<file path="src/rtl/tick_interval_meter.sv">
// rtl/tick_interval_meter.sv - counts timer ticks between a start and a stop event
//
// Purpose:
//   Single-shot interval meter. arm_i enables it, start_i begins counting
//   timer_tick_i pulses, and stop_i (or reaching limit_i) captures the count
//   into count_o with a one-cycle valid_o strobe. The captured count can be
//   used directly as the load value of a countdown timer.
//
// Ports:
//   clk_i          system clock, rising edge
//   rstn_i         asynchronous active-low reset
//   arm_i          pulse: enable capture of the next start event
//   abort_i        pulse: return to idle without a result (highest priority)
//   start_i        start event, level sampled
//   stop_i         stop event, level sampled
//   timer_tick_i   tick enable, counted only when high
//   limit_i        timeout in ticks, 0 disables the timeout
//   count_o        captured tick count, held until the next result
//   valid_o        one-cycle pulse when count_o is updated
//   timeout_o      1 = last result ended by limit, 0 = ended by stop
//   busy_o         high while armed or counting
//   running_o      high while counting

module tick_interval_meter #(
    parameter int CW = 32
) (
    input  logic          clk_i,
    input  logic          rstn_i,
    input  logic          arm_i,
    input  logic          abort_i,
    input  logic          start_i,
    input  logic          stop_i,
    input  logic          timer_tick_i,
    input  logic [CW-1:0] limit_i,
    output logic [CW-1:0] count_o,
    output logic          valid_o,
    output logic          timeout_o,
    output logic          busy_o,
    output logic          running_o
);

    typedef enum logic [1:0] {
        S_IDLE     = 2'd0,
        S_ARMED    = 2'd1,
        S_COUNTING = 2'd2
    } state_t;

    state_t        r_state;
    state_t        w_state_nx;
    logic [CW-1:0] r_cnt;
    logic [CW-1:0] r_count;
    logic          r_valid;
    logic          r_timeout;
    logic          r_busy;
    logic          r_running;

    // One extra bit so the limit compare never sees a wrapped value.
    logic [CW:0]   w_cnt_plus1;
    logic [CW-1:0] w_cnt_inc;
    logic          w_limit_hit;
    logic          w_result;

    assign w_cnt_plus1 = {1'b0, r_cnt} + {{CW{1'b0}}, 1'b1};

    // Saturating increment: all-ones is sticky.
    assign w_cnt_inc = (timer_tick_i && !(&r_cnt)) ? w_cnt_plus1[CW-1:0] : r_cnt;

    // Compare with >= rather than == so that lowering limit_i below the
    // running count still fires the timeout on the next tick.
    assign w_limit_hit = timer_tick_i && (limit_i != '0)
                         && (w_cnt_plus1 >= {1'b0, limit_i});

    assign w_result = (r_state == S_COUNTING) && !abort_i
                      && (stop_i || w_limit_hit);

    always_comb begin
        w_state_nx = r_state;
        if (abort_i) begin
            w_state_nx = S_IDLE;
        end else begin
            case (r_state)
                S_IDLE:     if (arm_i)   w_state_nx = S_ARMED;
                S_ARMED:    if (start_i) w_state_nx = S_COUNTING;
                S_COUNTING: if (stop_i || w_limit_hit) w_state_nx = S_IDLE;
                default:    w_state_nx = S_IDLE;
            endcase
        end
    end

    always_ff @(posedge clk_i or negedge rstn_i) begin
        if (!rstn_i) begin
            r_state   <= S_IDLE;
            r_cnt     <= '0;
            r_count   <= '0;
            r_valid   <= 1'b0;
            r_timeout <= 1'b0;
            r_busy    <= 1'b0;
            r_running <= 1'b0;
        end else begin
            r_state   <= w_state_nx;
            r_busy    <= (w_state_nx != S_IDLE);
            r_running <= (w_state_nx == S_COUNTING);
            r_valid   <= w_result;

            if (!abort_i) begin
                if (r_state == S_ARMED && start_i) begin
                    // A tick coincident with start is deliberately dropped.
                    r_cnt <= '0;
                end else if (r_state == S_COUNTING) begin
                    r_cnt <= w_cnt_inc;
                    if (stop_i) begin
                        // Stop beats a simultaneous timeout, but the reported
                        // value is clamped to the limit in that case.
                        r_count   <= w_limit_hit ? limit_i : w_cnt_inc;
                        r_timeout <= 1'b0;
                    end else if (w_limit_hit) begin
                        r_count   <= limit_i;
                        r_timeout <= 1'b1;
                    end
                end
            end
        end
    end

    assign count_o   = r_count;
    assign valid_o   = r_valid;
    assign timeout_o = r_timeout;
    assign busy_o    = r_busy;
    assign running_o = r_running;

endmodule

</file>
<file path="config.mk">
export PLATFORM = sky130hd
export DESIGN_NAME = tick_interval_meter
export DESIGN_NICKNAME = d
export VERILOG_FILES = /design/src/rtl/tick_interval_meter.sv
export SDC_FILE = /design/constraint.sdc
export NUM_CORES = 1
export LEC_CHECK = 0
export BUFFER_PORTS_ARGS = -buffer_cell sky130_fd_sc_hd__buf_2
export CORE_ASPECT_RATIO = 0.8
export CORE_MARGIN = 2
export CORE_UTILIZATION = 40
export CTS_CLUSTER_DIAMETER = 60
export CTS_CLUSTER_SIZE = 25
export DETAILED_ROUTE_END_ITERATION = 10
export GPL_TIMING_DRIVEN = 1
export SETUP_SLACK_MARGIN = 0.1
export SLEW_MARGIN = 40
export SYNTH_ARGS = -nofsm -noshare
export SYNTH_HDL_FRONTEND = slang
export SYNTH_SLANG_ARGS = --single-unit
export TNS_END_PERCENT = 50
</file>
<file path="constraint.sdc">
create_clock -name clk_i -period 3.58 [get_ports clk_i]
set_input_delay 0 -clock clk_i [delete_from_list [all_inputs] [get_ports clk_i]]
set_output_delay 0 -clock clk_i [all_outputs]
set_load 0.01 [all_outputs]
</file>
# == Yosys cells after proc, flatten, opt, wreduce, memory -nomap -nowiden ==
# Cells that the tools add are included.
# op_classes
addsub,1
n_reduce_logical,17
n_mux,13
n_lt_le_gt_ge,1
n_bitwise,2
n_eq_ne,3
# ops
op,count
$mux W32,6
$add A32 B1 Y33 const B,1
$ge A33 B32 Y1,1
$reduce_and A32 Y1,1
$reduce_bool A32 Y1,1
$mux W2,4
$logic_and A1 B1 Y1,6
$pmux W2 S3,1
$reduce_bool A2 Y1,3
$eq A2 B2 Y1 const B,2
$reduce_and A4 Y1,1
$eq A2 B1 Y1 const B,1
$logic_not A1 Y1,2
$logic_not A2 Y1,1
$mux W1,2
$not A1 Y1,2
$reduce_and A2 Y1,1
$logic_or A1 B1 Y1,1
# word_totals
register_bits,70
in_bits,39
word_cells,44
output_inout_bits,36

# == Depth between registers and ports, before layout ==
# Gate-level depths: netlist of run 1.
# logic_depth
ltp_word,8
depth_mapped,18
ltp_nobuf,15

# == Least setup slack after synthesis of run 1 ==
# OpenSTA, ideal clock, no wires.
# synth_timing
kind,reg-to-reg
startpoint,register r_cnt[0]
endpoint,"register r_count[28], in the netlist count_o[28]"
path_buffers,2
period_less_slack_ps,3977
stages_incl_launch_ff,16
setup_time_ps,126
path_slack_ps,-397
arrival_time_ps,3851
t_required_ps,3454
cell_sequence,dfrtp_1 -> ha_1 -> nand3_1 -> nor4_4 -> and2_1 -> nand3_1 -> xnor2_1 -> ha_1 -> nand4_1 -> nor4_1 -> or3b_2 -> o211a_1 -> buf_6 -> and3_1 -> clkbuf_1 -> a221o_1
# synth_between
elab_chain_len,6
elab_cells_between_ends,11
cone_classes,add/sub (1); order compare (1); mux (3); reduce/logical (6)
# synth_lines
item,line,source
from (decl),50,logic [CW-1:0] r_cnt;
from (signal assigned),110,r_cnt <= w_cnt_inc;
branches (longest 6 deep; another with $add A32 B1 Y33),--,
to (signal assigned),114,r_count <= w_limit_hit ? limit_i : w_cnt_inc;
to (signal assigned),117,r_count <= limit_i;
to (decl),51,logic [CW-1:0] r_count;
# Parallel ways; which one is timed is not known.
# A chain may end at the register's enable or synchronous reset.

# == Worst setup path in the final report of run 1 ==
# layout_timing
startpoint,register r_cnt[1]
endpoint,"register r_count[27], in the netlist count_o[27]"
# Same word-level chain as after synthesis.

==> results.sh, run 1 <==
export IMPL_viasPerCell=5.736
export IMPL_layout_cells_non_filler=882
export IMPL_cp_arrival_ps=3870
export IMPL_synth_area_leaders="dfrtp_1, ha_1, xor2_1"
export IMPL_register_area_mm2=0.001754
export IMPL_yosysMostFrequentCell="dfrtp_1"
export IMPL_core_mm2=0.01230
export IMPL_rsz0062_at_grt="true"
export IMPL_cts_buffers=9
export IMPL_finalHoldViolations=0
export IMPL_cts_tree="built"
export IMPL_ys_top_cells_by_count="dfrtp_1, nand2_1, inv_1, ha_1, o21ai_0"
export IMPL_cts_root_buf="clkbuf_16"
export IMPL_end_kind="flop"
export IMPL_ant_nets=0
export IMPL_synth_edf_count=0
export IMPL_synth_seq_cells=70
export IMPL_vias=5059
export IMPL_worst_pin_slew_ps=664.4
export IMPL_status="finished, violations left"
export IMPL_synth_top_area_share_pct=34.35
export IMPL_io_pin_count=75
export IMPL_min_path_type="in -> reg"
export IMPL_worstSetupPathType="reg -> reg"
export IMPL_netlist_area_mm2=0.005100
export IMPL_dr_pass1_iters=5
export IMPL_p_leak_nw=3.327
export IMPL_clock_latency_ps=340
export IMPL_synth_distinct_cells=51
export IMPL_path_max_fanout=6
export IMPL_synth_top_area_cell="dfrtp_1"
export IMPL_grt_start_max_net_pins=41
export IMPL_drt_wl_total_um=16810
export IMPL_postLayoutCellArea_mm2=0.006711
export IMPL_avgSynthCellArea_um2=8.793
export IMPL_tns_ps=-561.5
export IMPL_grt_pass1_vias=4906
export IMPL_cts_buffer_depth=2
export IMPL_violations="setup timing"
export IMPL_port_buffers=74
export IMPL_final_nets=778
export IMPL_die_h_um=105.0
export IMPL_drive_above_1_share_pct=30.38
export IMPL_die_area_mm2=0.01367
export IMPL_cp_required_ps=3800
export IMPL_numPlacedInstances=848
export IMPL_fin_skew_ps=9.006
export IMPL_placed_area_mm2=0.006048
export IMPL_drt_iter0_drc=426
export IMPL_netlist_instances=580
export IMPL_ys_flop_type="dfrtp_1"
export IMPL_slew_headroom_pct=55.71
export IMPL_die_w_um=130.2
export IMPL_whs_ps=22.79
export IMPL_syn_num_nets=652
export IMPL_cts_sinks=70
export IMPL_grt_pass1_wl_um=26900
export IMPL_gp_congestion=0.9258
export IMPL_ctsHtreeMaxLevel=3
export IMPL_ys_seq_area_share_pct=34.35
export IMPL_layout_setup_ws_ps=-65.81
export IMPL_ys_warn_count=0
export IMPL_crit_path_start_kind="flop"
export IMPL_overflow=0
export IMPL_cap_viol_max_count=0
export IMPL_drc=0
export IMPL_fmax_mhz=274.3
export IMPL_core_rowCount=36
export IMPL_final_max_slew_viol_count=0
export IMPL_start_util_pct=41.47
export IMPL_powerDensity_mw_per_mm2=353.2
export IMPL_clk_pin_slew_ps=60
export IMPL_multi_input_area_mm2=0.003234
export IMPL_diodes=0
export IMPL_routedWlPerCell_um=19.05
export IMPL_post_route_min_period_ps=3646
export IMPL_async_flop_share_pct=100.0
export IMPL_antenna_found_initial=0
export IMPL_worst_ir_drop_vdd_v=0.0002967
export IMPL_setup_viol=19
export IMPL_hpwl_um=12320
export IMPL_period_share_pct=101.8
export IMPL_syn_to_final_growth_pct=31.60
export IMPL_grtUsageTotal_pct=25.62
export IMPL_nFillCells=1160
## routing by layer
layer	share of wire (%)	track usage, %	up-vias
li1	-	-	2385
met1	48	38.15	2432
met2	43	37.14	214
met3	7.6	5.581	28
met4	1.9	6.989	0
met5	0	0	-
## per-stage QoR
stage                     utilization [%]  power, mW  worst slack, ps
final                               54.58      2.370           -65.81
after global placement              49.18      1.436           -96.59
after detailed placement            49.19      1.445           -192.4
after global routing                54.58      2.484           -250.6
after floorplan                         -      1.214           -128.3
after CTS                           53.59      2.386           -55.48
## state kept, by name, indices dropped and copies added (netlist names)
name and count:
count_o 32, r_cnt 32, r_state 2, busy_o 1
running_o 1, timeout_o 1, valid_o 1
## path summary, 6_finish.rpt
kind | startpoint | to | slack, ps | depth (start not counted)
setup / recovery | r_cnt[1] | count_o[27] | -70 | 13
hold / removal | limit_i[13] | count_o[13] | 20 | 3
setup reg to reg | r_cnt[1] | count_o[27] | -70 | 13
hold reg to reg | count_o[14] | count_o[14] | 520 | 1
max in group asynchronous | rstn_i | r_cnt[16] | 2520 | 3
min in group asynchronous | rstn_i | r_cnt[6] | 240 | 2
## power by group
part	switching (mW)	internal (mW)	leakage [nW]	total, mW
registers	0.0698	0.896	0.919	0.965
logic	0.258	0.240	2.27	0.497
clock network	0.363	0.544	0.136	0.908
total	0.691	1.68	3.33	2.37
## cells in the final DEF, fill, tap and decap left out, types with 3 or more instances in the layout
cell type / n
a21o_1: 5
a21oi_1: 22
a221o_1: 8
a22o_1: 13
a2bb2oi_1: 16
a2bb2oi_2: 7
a31oi_1: 7
and3_1: 6
and4_1: 5
buf_2: 74
buf_4: 70
buf_6: 3
clkbuf_16: 9
clkinvlp_4: 3
dfrtp_1: 68
dlygate4sd3_1: 6
ha_1: 32
inv_1: 42
nand2_1: 42
nand2b_1: 3
nand3_1: 16
nand4_1: 16
nor2_1: 26
nor3_1: 25
nor3_2: 3
nor4_1: 9
nor4_4: 3
o21ai_0: 32
o22ai_1: 14
o22ai_2: 6
o31ai_1: 7
o41ai_1: 4
xnor2_1: 25
xor2_1: 30
## kinds of logic after synthesis
group,count (synthesis),share of synthesized area (%)
compound gates,154,21.39
fa+ha+maj,33,8.096
flops,70,34.35
xor+xnor,57,9.789
buf+inv,86,7.237
mux,3,0.6133
simple gates,177,18.52
## worst max-delay path, cell delays in order (launching register included)
cell and delay, ps:
dfrtp_1 390, ha_4 160, nand3_4 80, nor4_4 290, and2_4 230, nand3_4 80
xnor2_2 140, ha_1 310, nand4_1 190, nor4_4 310, or3b_4 420, o211a_4 270
a21o_4 290, a221o_1 320
## cell type report
cell class | count | area share (%)
multi-input combinational | 426 | 48.19
tap | 171 | 3.188
timing repair buffer | 155 | 15.27
sequential | 70 | 26.14
clock buffer | 10 | 3.412
timing repair inverter | 1 | 0.1678
clock inverter | 6 | 1.044
inverter | 43 | 2.591
## what timing repair did
item	in CTS	in global routing
hold buffers	6	0
pin swaps	13	9
cloned	3	0
endpoints found under the hold margin	28	0
resized for setup	22	16
setup buffers	5	3
setup endpoints to repair	37	37
Power figures use the tool's default switching activity.
==> inputs of run 2 (changes only) <==
Clock period 3.58 ns to 3.9 ns, I/O delays scaled along.
==> run 2 against run 1 <==
- setup slack gained 200 ps
- sequential power shrank 8.1%
- register-to-register slack gained 200 ps
- the flow now finishes without violations
- clock power shrank 0.8%
- first-iteration DRC count shrank 12%
- utilization shrank 1.6 points
- largest power group is now clock
- global-route usage shrank 1.7 points
- critical endpoint is now count_o[21]
- fmax shrank 3.2%
==> results.sh, run 2 (same netlist as run 1, synthesis figures left out) <==
export IMPL_die_area_mm2=0.01367
export IMPL_busiest_layer="met2"
export IMPL_worstSetupPathType="reg -> reg"
export IMPL_drt_iter0_drc=373
export IMPL_overflow=0
export IMPL_diodes=0
export IMPL_fin_skew_ps=7.651
export IMPL_final_common_cell="buf_2"
export IMPL_grt_pass1_vias=4823
export IMPL_layout_common_cells="buf_2, dfrtp_1, nand2_1"
export IMPL_die_h_um=105.0
export IMPL_cts_buffers=9
export IMPL_setup_viol=0
export IMPL_start_util_pct=41.47
export IMPL_cts_buffer_depth=2
export IMPL_clk_pin_slew_ps=60
export IMPL_tns_ps=0
export IMPL_worst_pin_slew_ps=703.3
export IMPL_core_rowCount=36
export IMPL_clock_latency_ps=340
export IMPL_crit_path_start_kind="flop"
export IMPL_routedWlPerCell_um=19.47
export IMPL_cp_cell_sequence="ha_4 -> nand3_4 -> nor4_4 -> and2_4 -> nand2_2 -> xnor2_1 -> ha_1 -> nand4_1 -> nor4_4 -> or3b_4 -> o211a_4 -> a21o_4 -> a221o_1"
export IMPL_p_leak_nw=3.182
export IMPL_post_route_min_period_ps=3765
export IMPL_power_mw=2.225
export IMPL_path_max_fanout=7
export IMPL_min_path_type="in -> reg"
export IMPL_grtUsageTotal_pct=23.89
export IMPL_cap_viol_max_count=0
export IMPL_slew_headroom_pct=53.11
export IMPL_vias=4956
export IMPL_dr_pass1_iters=5
export IMPL_end_kind="flop"
export IMPL_path_delay_family="simple AND/OR/NAND/NOR gates"
export IMPL_cts_root_buf="clkbuf_16"
export IMPL_hpwl_um=11520
export IMPL_cp_arrival_ps=3980
export IMPL_grt_util_met1_pct=34.06
export IMPL_worst_ir_drop_vdd_v=0.0002462
export IMPL_cpMostUsedCell="nor4_4"
export IMPL_path_buf_inv=0
export IMPL_cts_tree="built"
export IMPL_slowest_stage="dfrtp_2"
export IMPL_final_nets=744
export IMPL_core_mm2=0.01230
export IMPL_status="completed"
export IMPL_rsz0062_at_grt="true"
export IMPL_viasPerCell=5.844
export IMPL_fmax_mhz=265.6
export IMPL_powerDensity_mw_per_mm2=341.8
export IMPL_cp_slowest_stage_delay_ps=420
export IMPL_cp_required_ps=4120
export IMPL_die_w_um=130.2
export IMPL_drt_wl_total_um=16510
export IMPL_syn_to_final_growth_pct=27.65
export IMPL_nFillCells=1133
export IMPL_multi_input_area_mm2=0.003216
export IMPL_finalHoldViolations=0
export IMPL_io_pin_count=75
export IMPL_gr_usage_met3_pct=4.199
export IMPL_final_max_slew_viol_count=0
export IMPL_port_buffers=74
export IMPL_gp_congestion=0.9375
export IMPL_drc=0
export IMPL_ctsHtreeMaxLevel=3
export IMPL_rrSetupSlack_ps=130
export IMPL_cts_sinks=70
export IMPL_period_share_pct=96.54
export IMPL_gr_usage_met2_pct=37.10
export IMPL_register_area_mm2=0.001757
export IMPL_drive_above_1_share_pct=27.33
export IMPL_ant_nets=0
export IMPL_grt_pass1_wl_um=25410
export IMPL_grt_start_max_net_pins=42
export IMPL_antenna_found_initial=0
run 2: cell count changes in the layout (fill, tap and decap cells not counted), moves of 3 or more:
| cell | change |
|---|---|
| buf_4 | -30 |
| o22ai_1 | -8 |
| o22ai_2 | +6 |
| a2bb2oi_1 | +3 |
| a2bb2oi_2 | -3 |
| buf_6 | -3 |
run 2: final cells by class:
type                            instances  share of cell area (%)
Clock buffer                           10                   3.671
Clock inverter                          6                   1.307
Inverter                               43                   2.672
Multi-Input combinational cell        425                   49.39
Sequential cell                        70                   26.98
Tap cell                              171                   3.287
Timing Repair Buffer                  123                   12.68
run 2: report_power, final:
part           switching [mW]  internal (mW)
clock network           0.326          0.575
logic                   0.228          0.210
registers              0.0641          0.822
run 2: metrics by stage:
step	cells	instance area [um2]	setup slack, ps	hold WS [ps]	utilization [%]
2_1_floorplan	580	5139	146.9	-295.6	-
3_3_place_gp	818	5809	-44.67	133.8	47.24
3_5_place_dp	818	5811	-131.4	137.7	47.25
4_1_cts	840	6220	109.7	4.828	50.58
5_1_grt	848	6510	-28.23	50.16	52.94
6_report	848	6510	135.0	14.89	52.94
run 2: final timing paths:
check | startpoint | to | depth (start not counted)
min in group asynchronous | rstn_i | r_cnt[31] | 2
hold / removal | start_i | r_state[1] | 3
setup / recovery | r_cnt[0] | count_o[21] | 13
max in group asynchronous | rstn_i | r_cnt[11] | 3
setup reg to reg | r_cnt[0] | count_o[21] | 13
hold reg to reg | count_o[21] | count_o[21] | 1
run 2: repair_timing:
| item | CTS | global route |
|---|---|---|
| buffers inserted | 1 | 5 |
| setup endpoints to repair | 37 | 36 |
| cloned | 0 | 3 |
| pin swaps | 2 | 21 |
| endpoints found under the hold margin | 36 | 0 |
| hold buffers | 5 | 0 |
| resized for setup | 7 | 33 |
run 2: worst reg2reg max path: stages, from the launching register on:
cell and delay [ps]:
dfrtp_2 420, ha_4 180, nand3_4 80, nor4_4 370, and2_4 250, nand2_2 60
xnor2_1 140, ha_1 320, nand4_1 160, nor4_4 330, or3b_4 420, o211a_4 330
a21o_4 280, a221o_1 320
run 2: layer usage:
metal  vias up  share of wire (%)  wire length, um
met3        24                5.5              902
met4         0                1.8              293
met1      2459                 47             7691
met5         -                  0                0
met2       174                 46             7622
li1       2299                  -                -
